**config.mk**
```make
export PLATFORM = sky130hd
export DESIGN_NAME = fifo_wr_arbiter
export DESIGN_NICKNAME = d
export VERILOG_FILES = /design/src/rtl/fifo_arb_pkg.sv /design/src/rtl/fifo_wr_arbiter_rr_pick.sv /design/src/rtl/fifo_wr_arbiter.sv
export SDC_FILE = /design/constraint.sdc
export NUM_CORES = 1
export LEC_CHECK = 0
export CAP_MARGIN = 20
export CORE_MARGIN = 5
export CORE_UTILIZATION = 36
export CTS_BUF_LIST = sky130_fd_sc_hd__clkbuf_4
export DETAILED_ROUTE_END_ITERATION = 12
export PLACE_DENSITY = 0.82
export SLEW_MARGIN = 20
export SYNTH_ARGS = -nofsm -noshare
export SYNTH_HDL_FRONTEND = slang
export SYNTH_SLANG_ARGS = --single-unit
export TNS_END_PERCENT = 10
```
**constraint.sdc**
```tcl
create_clock -name clk -period 2 [get_ports clk]
set_input_delay 0.4 -clock clk [delete_from_list [all_inputs] [get_ports clk]]
set_output_delay 0.4 -clock clk [all_outputs]
set_load 0.01 [all_outputs]
```
**src/rtl/fifo_arb_pkg.sv**
```systemverilog
// ---------------------------------------------------------------------------
// fifo_arb_pkg
// Shared constants and types for the fifo write-port arbiter family.
//   DEF_DATA_W    : default word width (matches the team 8-bit fifo)
//   DEF_NUM_REQ   : default producer count
//   DEF_MAX_BURST : default words per grant before forced re-arbitration
//   STAT_W        : width of each statistics counter
//   arb_state_e   : arbiter control state (IDLE / BURST)
// ---------------------------------------------------------------------------
package fifo_arb_pkg;

  localparam int DEF_DATA_W    = 8;
  localparam int DEF_NUM_REQ   = 4;
  localparam int DEF_MAX_BURST = 4;
  localparam int STAT_W        = 16;

  typedef enum logic {
    IDLE  = 1'b0,
    BURST = 1'b1
  } arb_state_e;

endpackage

```
**src/rtl/fifo_wr_arbiter_rr_pick.sv**
```systemverilog
// ---------------------------------------------------------------------------
// rr_pick
// Purely combinational round-robin picker. Scans the request vector starting
// one position after last_id and wrapping modulo NUM_REQ; the first set bit
// wins. Generic so other arbiters can reuse it.
// Ports:
//   req     in  NUM_REQ  request vector
//   last_id in  ID_W     index granted most recently (lowest priority now)
//   found   out 1        at least one request is set
//   winner  out ID_W     index of the winning request (0 when !found)
// ---------------------------------------------------------------------------
module rr_pick #(
  parameter int NUM_REQ = 4,
  parameter int ID_W    = (NUM_REQ > 1) ? $clog2(NUM_REQ) : 1
) (
  input  logic [NUM_REQ-1:0] req,
  input  logic [ID_W-1:0]    last_id,
  output logic               found,
  output logic [ID_W-1:0]    winner
);

  // Walk from the farthest candidate back to the nearest so the nearest set
  // bit after last_id is the one left standing.
  always_comb begin
    logic [ID_W-1:0] idx;
    found  = 1'b0;
    winner = '0;
    idx    = '0;
    for (int k = NUM_REQ; k >= 1; k--) begin
      idx = ID_W'((int'(last_id) + k) % NUM_REQ);
      if (req[idx]) begin
        found  = 1'b1;
        winner = idx;
      end
    end
  end

endmodule

```
**src/rtl/fifo_wr_arbiter.sv**
```systemverilog
// ---------------------------------------------------------------------------
// fifo_wr_arbiter
// Round-robin arbiter sharing the single write port of the 8-bit fifo among
// NUM_REQ producers. A winner owns the port for a burst of up to MAX_BURST
// words; the fifo full flag is the only back-pressure. Each grant costs one
// arbitration bubble cycle (IDLE) before its first write.
//
// Parameters: NUM_REQ (2..8), DATA_W, MAX_BURST (1..16)
// Ports:
//   clk          in   rising-edge clock
//   rst          in   synchronous active-high reset
//   req          in   NUM_REQ         per-producer word valid
//   req_data     in   NUM_REQ*DATA_W  producer words, slice i = [i*DATA_W +: DATA_W]
//   ack          out  NUM_REQ         one-hot consume pulse
//   fifo_full    in   fifo full flag
//   fifo_wr_en   out  fifo write strobe
//   fifo_data_in out  DATA_W          fifo write data (0 when not writing)
//   grant_valid  out  a burst owner is held
//   grant_id     out  current or last owner index
// Optional (macro FIFO_WR_ARB_STATS_EN):
//   stat_words   out  NUM_REQ*16  per-requester saturating acked-word count
//   stat_stall   out  16          saturating count of full-stalled BURST cycles
// ---------------------------------------------------------------------------
module fifo_wr_arbiter
  import fifo_arb_pkg::*;
#(
  parameter int NUM_REQ   = DEF_NUM_REQ,
  parameter int DATA_W    = DEF_DATA_W,
  parameter int MAX_BURST = DEF_MAX_BURST
) (
  input  logic                       clk,
  input  logic                       rst,
  input  logic [NUM_REQ-1:0]         req,
  input  logic [NUM_REQ*DATA_W-1:0]  req_data,
  output logic [NUM_REQ-1:0]         ack,
  input  logic                       fifo_full,
  output logic                       fifo_wr_en,
  output logic [DATA_W-1:0]          fifo_data_in,
  output logic                       grant_valid,
  output logic [$clog2(NUM_REQ)-1:0] grant_id
`ifdef FIFO_WR_ARB_STATS_EN
  ,
  output logic [NUM_REQ*STAT_W-1:0]  stat_words,
  output logic [STAT_W-1:0]          stat_stall
`endif
);

  localparam int ID_W  = $clog2(NUM_REQ);
  localparam int CNT_W = $clog2(MAX_BURST + 1);

  arb_state_e       state_q, state_d;
  logic [ID_W-1:0]  grant_id_q, grant_id_d;
  logic [ID_W-1:0]  last_id_q, last_id_d;
  logic [CNT_W-1:0] burst_cnt_q, burst_cnt_d;

  logic             pick_found;
  logic [ID_W-1:0]  pick_id;
  logic             owner_req;
  logic             wr_ok;
  logic             burst_last;

  rr_pick #(
    .NUM_REQ (NUM_REQ),
    .ID_W    (ID_W)
  ) u_rr_pick (
    .req     (req),
    .last_id (last_id_q),
    .found   (pick_found),
    .winner  (pick_id)
  );

  assign owner_req  = req[grant_id_q];
  assign burst_last = (burst_cnt_q == CNT_W'(MAX_BURST - 1));
  // rst gates the write so a reset landing mid-burst consumes nothing.
  assign wr_ok      = (state_q == BURST) && owner_req && !fifo_full && !rst;

  // State register
  always_ff @(posedge clk) begin
    if (rst) begin
      state_q     <= IDLE;
      grant_id_q  <= '0;
      burst_cnt_q <= '0;
      last_id_q   <= ID_W'(NUM_REQ - 1);
    end else begin
      state_q     <= state_d;
      grant_id_q  <= grant_id_d;
      burst_cnt_q <= burst_cnt_d;
      last_id_q   <= last_id_d;
    end
  end

  // Next-state logic
  always_comb begin
    state_d     = state_q;
    grant_id_d  = grant_id_q;
    burst_cnt_d = burst_cnt_q;
    last_id_d   = last_id_q;
    case (state_q)
      IDLE: begin
        if (pick_found) begin
          state_d     = BURST;
          grant_id_d  = pick_id;
          burst_cnt_d = '0;
        end
      end
      BURST: begin
        if (!owner_req) begin
          // Owner withdrew: hand the port back and demote it in priority.
          state_d   = IDLE;
          last_id_d = grant_id_q;
        end else if (!fifo_full) begin
          if (burst_last) begin
            state_d     = IDLE;
            last_id_d   = grant_id_q;
            burst_cnt_d = '0;
          end else begin
            burst_cnt_d = burst_cnt_q + CNT_W'(1);
          end
        end
        // Full stall: hold everything, budget is not consumed.
      end
      default: state_d = IDLE;
    endcase
  end

  // Output logic
  always_comb begin
    fifo_wr_en   = 1'b0;
    fifo_data_in = '0;
    ack          = '0;
    grant_valid  = 1'b0;
    grant_id     = '0;
    if (!rst) begin
      grant_valid = (state_q == BURST);
      grant_id    = grant_id_q;
      if (wr_ok) begin
        fifo_wr_en      = 1'b1;
        fifo_data_in    = req_data[grant_id_q*DATA_W +: DATA_W];
        ack[grant_id_q] = 1'b1;
      end
    end
  end

`ifdef FIFO_WR_ARB_STATS_EN
  function automatic logic [STAT_W-1:0] sat_inc(input logic [STAT_W-1:0] v);
    return (&v) ? v : v + STAT_W'(1);
  endfunction

  logic [STAT_W-1:0] words_q [NUM_REQ];
  logic [STAT_W-1:0] stall_q;

  always_ff @(posedge clk) begin
    if (rst) begin
      for (int i = 0; i < NUM_REQ; i++) words_q[i] <= '0;
      stall_q <= '0;
    end else begin
      for (int i = 0; i < NUM_REQ; i++) begin
        if (ack[i]) words_q[i] <= sat_inc(words_q[i]);
      end
      if ((state_q == BURST) && owner_req && fifo_full) stall_q <= sat_inc(stall_q);
    end
  end

  always_comb begin
    stat_words = '0;
    stat_stall = '0;
    if (!rst) begin
      for (int i = 0; i < NUM_REQ; i++) stat_words[i*STAT_W +: STAT_W] = words_q[i];
      stat_stall = stall_q;
    end
  end
`endif

  a_ack_onehot0 : assert property (@(posedge clk) disable iff (rst) $onehot0(ack));
  a_wr_matches_ack : assert property (@(posedge clk) disable iff (rst) fifo_wr_en == (|ack));
  a_no_wr_when_full : assert property (@(posedge clk) disable iff (rst) fifo_full |-> !fifo_wr_en);

endmodule

```
==> run_results.csv <==
group,metric,value,unit
pwr,irDropWorstVdd,0.3211,mV
global_route,grt_max_degree,11,
critical_path,worstReg2RegStart,"grant_id_q[0]",
global_route,grt_pass1_vias,993,
layout,area_delta_synth_final,90.82,%
clocking,ctsHoldBuffers,0,
floorplanning,core.rowCount,17,
synthesis,syn-num-nets,125,
clocking,ctsHtreeMaxLevel,1,
placement,pre_cts_ws,-798.0,ps
layout,layout_commonest_cell,"clkdlybuf4s50_1",
clocking,path_clk_slew,50,ps
layout,layout.cells.most_common_list,"clkdlybuf4s50_1 (33), buf_4 (20), buf_2 (13), nor2b_1 (10), inv_1 (9)",
critical_path,cp.buffers_inverters,2,
routing,via_per_inst,5.153,
sta,finalSetupViolations,11,
pwr,power_frac_clock,0.197,
floorplanning,die_x,56.87,um
sta,min_period,2132,ps
pwr,switching_power,0.1707,mW
routing,post_drt_wl_per_cell,16.13,um
layout,multi_input_area,605.6,um^2
pwr,seqPwrFrac,0.304,
sta,fin_ws,-132.5,ps
synthesis,ys_types,33,
critical_path,crit_path_max_fanout,5,
pwr,switching_share,0.2804,
synthesis,synthesis.area,790.8,um^2
placement,gp_congestion,0.9277,
synthesis,yosysWarnings,0,
critical_path,crit_arrival,1730,ps
global_route,antenna_found_initial,0,
layout,utilization,0.7024,
outcome,failed_checks,"negative setup slack",
hold_path,min_path_type,"reg2reg",
placement,hpwlAfterDp,2498,um
layout,seq_area,165.2,um^2
hold_path,min-delay-start,"burst_cnt_q[1]",
critical_path,cp_cell_sequence,"buf_6 > mux2i_2 > or3_4 > a21o_4 > nor2b_1 > buf_2",
critical_path,required,1600,ps
outcome,status,"finished, violations left",
pwr,power.density,403.5,nW/um^2
synthesis,yosysSeqAreaShare,0.2025,
clocking,clock_path_buffers,2,
synthesis,synth_top_area_share,0.2278,
routing,vias,974,
critical_path,end_kind,"primary output",
layout,final_layout_size_suffix_gt1_frac,0.3789,
floorplanning,initial_utilization,0.3681,
sta,drv_slew,0,
sta,finalSetupTns,-935.9,ps
global_route,grt_busiest_layer,"met2",
pwr,p_leak,0.6962,nW
global_route,gr-usage-met2,0.3267,
pwr,pwr-share-comb,0.499,
sta,hold_violations,0,
layout,num-fill-cells,162,
pwr,cell_internal_pwr,0.4381,mW
global_route,grt_first_pass_wirelength,4698,um
layout,layoutNonFillerInstCount,189,
sta,max_freq,468.9,MHz
critical_path,start_kind,"flop",
layout,fin_area,1509,um^2
sta,worst_pin_slew,333.6,ps
clocking,clock_sinks,8,
flow_run,maxCapViolCount,0,
synthesis,synth_top_cell_by_area,"mux4_2",
global_route,grtUsageMet3,0.04598,
floorplanning,io_pins,55,
critical_path,critPathSlowestCell,"or3_4",
routing,wirelength,3048,um
synthesis,syn_inst,85,
sta,whs,468.8,ps
clocking,cts_buffers,3,
placement,dp.cells,184,
routing,drtAntennaViolNets,0,
sta,rsz0062_at_grt,"yes",
synthesis,synth_area_leaders,"mux4_2 (23%), dfxtp_1 (20%), nor2b_1 (8.7%), inv_1 (4.3%), mux2i_1 (3.8%)",
global_route,grt_util_met1,0.2273,
sta,relSlewSlack,0.7719,
routing,remaining_drc_errors,0,
sta,fin_crit_sh,1.066,
pwr,p_total,0.6089,mW
routing,first_pass_iters,4,
critical_path,critPathMaxStageDelay,370,ps
floorplanning,die_h,56.87,um
routing,drt-initial-drc-count,46,
placement,port_buffers,54,
clocking,clk_latency,250,ps
critical_path,critPathTopFamily,"simple AND/OR/NAND/NOR gates",
synthesis,synth-seq-cells,8,
clocking,root_buffer,"clkbuf_4",
placement,dpl_cell_area,1499,um^2
sta,clock_skew,0.2740,ps
synthesis,synth.avg_cell_area,9.303,um^2
layout,antenna_cells,0,
critical_path,critPathKind,"reg2out",
critical_path,critical_path.startpoint,"grant_id_q[0]",
global_route,gr-total-overflow,0,
global_route,grt_use_total,0.1886,
layout,nNetsFinal,203,
clocking,cts_tree,"done",
floorplanning,die_area,3234,um^2
floorplanning,coreArea,2148,um^2
==> cell families after synthesis <==
logic type | Yosys count | share of synthesized area
simple gates | 32 | 0.2295
compound gates | 18 | 0.1646
buf+inv | 13 | 0.07436
mux | 13 | 0.3133
flops | 8 | 0.2025
fa+ha+maj | 1 | 0.01582
==> worst register-to-register path, delay by kind of cell, from the launching register on <==
| family | cells | cell delay, ps |
|---|---|---|
| mux | 1 | 580 |
| compound gates | 2 | 430 |
| flops | 1 | 350 |
| buf+inv | 2 | 300 |
==> area by class of cell <==
class | count | share of cell area
multi-input combinational | 65 | 0.4013
sequential | 8 | 0.1095
tap | 28 | 0.02322
clock buffer | 3 | 0.01493
timing repair buffer | 76 | 0.4287
inverter | 9 | 0.02239
==> power by group through the flow <==
| stage | registers [mW] | clock network (mW) | logic, mW |
|---|---|---|---|
| floorplan | 0.185 | 0 | 0.143 |
| CTS | 0.184 | 0.125 | 0.300 |
| detailed placement | 0.189 | 0 | 0.299 |
| global placement | 0.188 | 0 | 0.291 |
| global route | 0.188 | 0.136 | 0.326 |
| finish | 0.185 | 0.120 | 0.304 |
==> synthesized netlist by cell type, drive strengths merged <==
| cell | count |
|---|---|
| o21ai | 3 |
| nor3 | 2 |
| nand3 | 1 |
| or2 | 1 |
| nor2b | 12 |
| nor2 | 5 |
| or4 | 1 |
| mux2i | 3 |
| a211oi | 1 |
| dfxtp | 8 |
| a21o | 2 |
| o221ai | 2 |
| o22a | 1 |
| mux2 | 1 |
| or3b | 1 |
| a21boi | 1 |
| or3 | 1 |
| a311oi | 1 |
| nand2 | 7 |
| o211ai | 1 |
| a2111oi | 1 |
| ha | 1 |
| o22ai | 1 |
| mux4 | 9 |
| buf | 4 |
| inv | 9 |
| a21oi | 4 |
| nor4 | 1 |
==> worst paths after layout <==
| kind | endpoint | slack (ps) | depth (start not counted) |
|---|---|---|---|
| hold reg to reg | burst_cnt_q[1] | 470 | 2 |
| hold / removal | burst_cnt_q[1] | 470 | 2 |
| setup reg to reg | last_id_q[1] | 220 | 5 |
| setup / recovery | fifo_data_in[1] | -130 | 6 |
==> registers in the layout (all words and copies together) (netlist names) <==
register / cells
grant_id_q: 2
state_q: 1
burst_cnt_q: 3
last_id_q: 2
==> layer usage <==
layer / share of wire / vias up
li1: - / 472
met1: 0.42 / 444
met5: 0 / -
met4: 0.011 / 0
met3: 0.10 / 4
met2: 0.46 / 54
==> what timing repair did <==
| action | CTS | global route |
|---|---|---|
| endpoints found under the setup margin | 16 | 16 |
| hold endpoints to repair | 0 | 0 |
| setup buffers | 1 | 0 |
| resized for setup | 65 | 8 |
| cloned | 1 | 0 |
| pin swaps | 4 | 3 |
No activity file was read; power rests on OpenSTA's default activity.
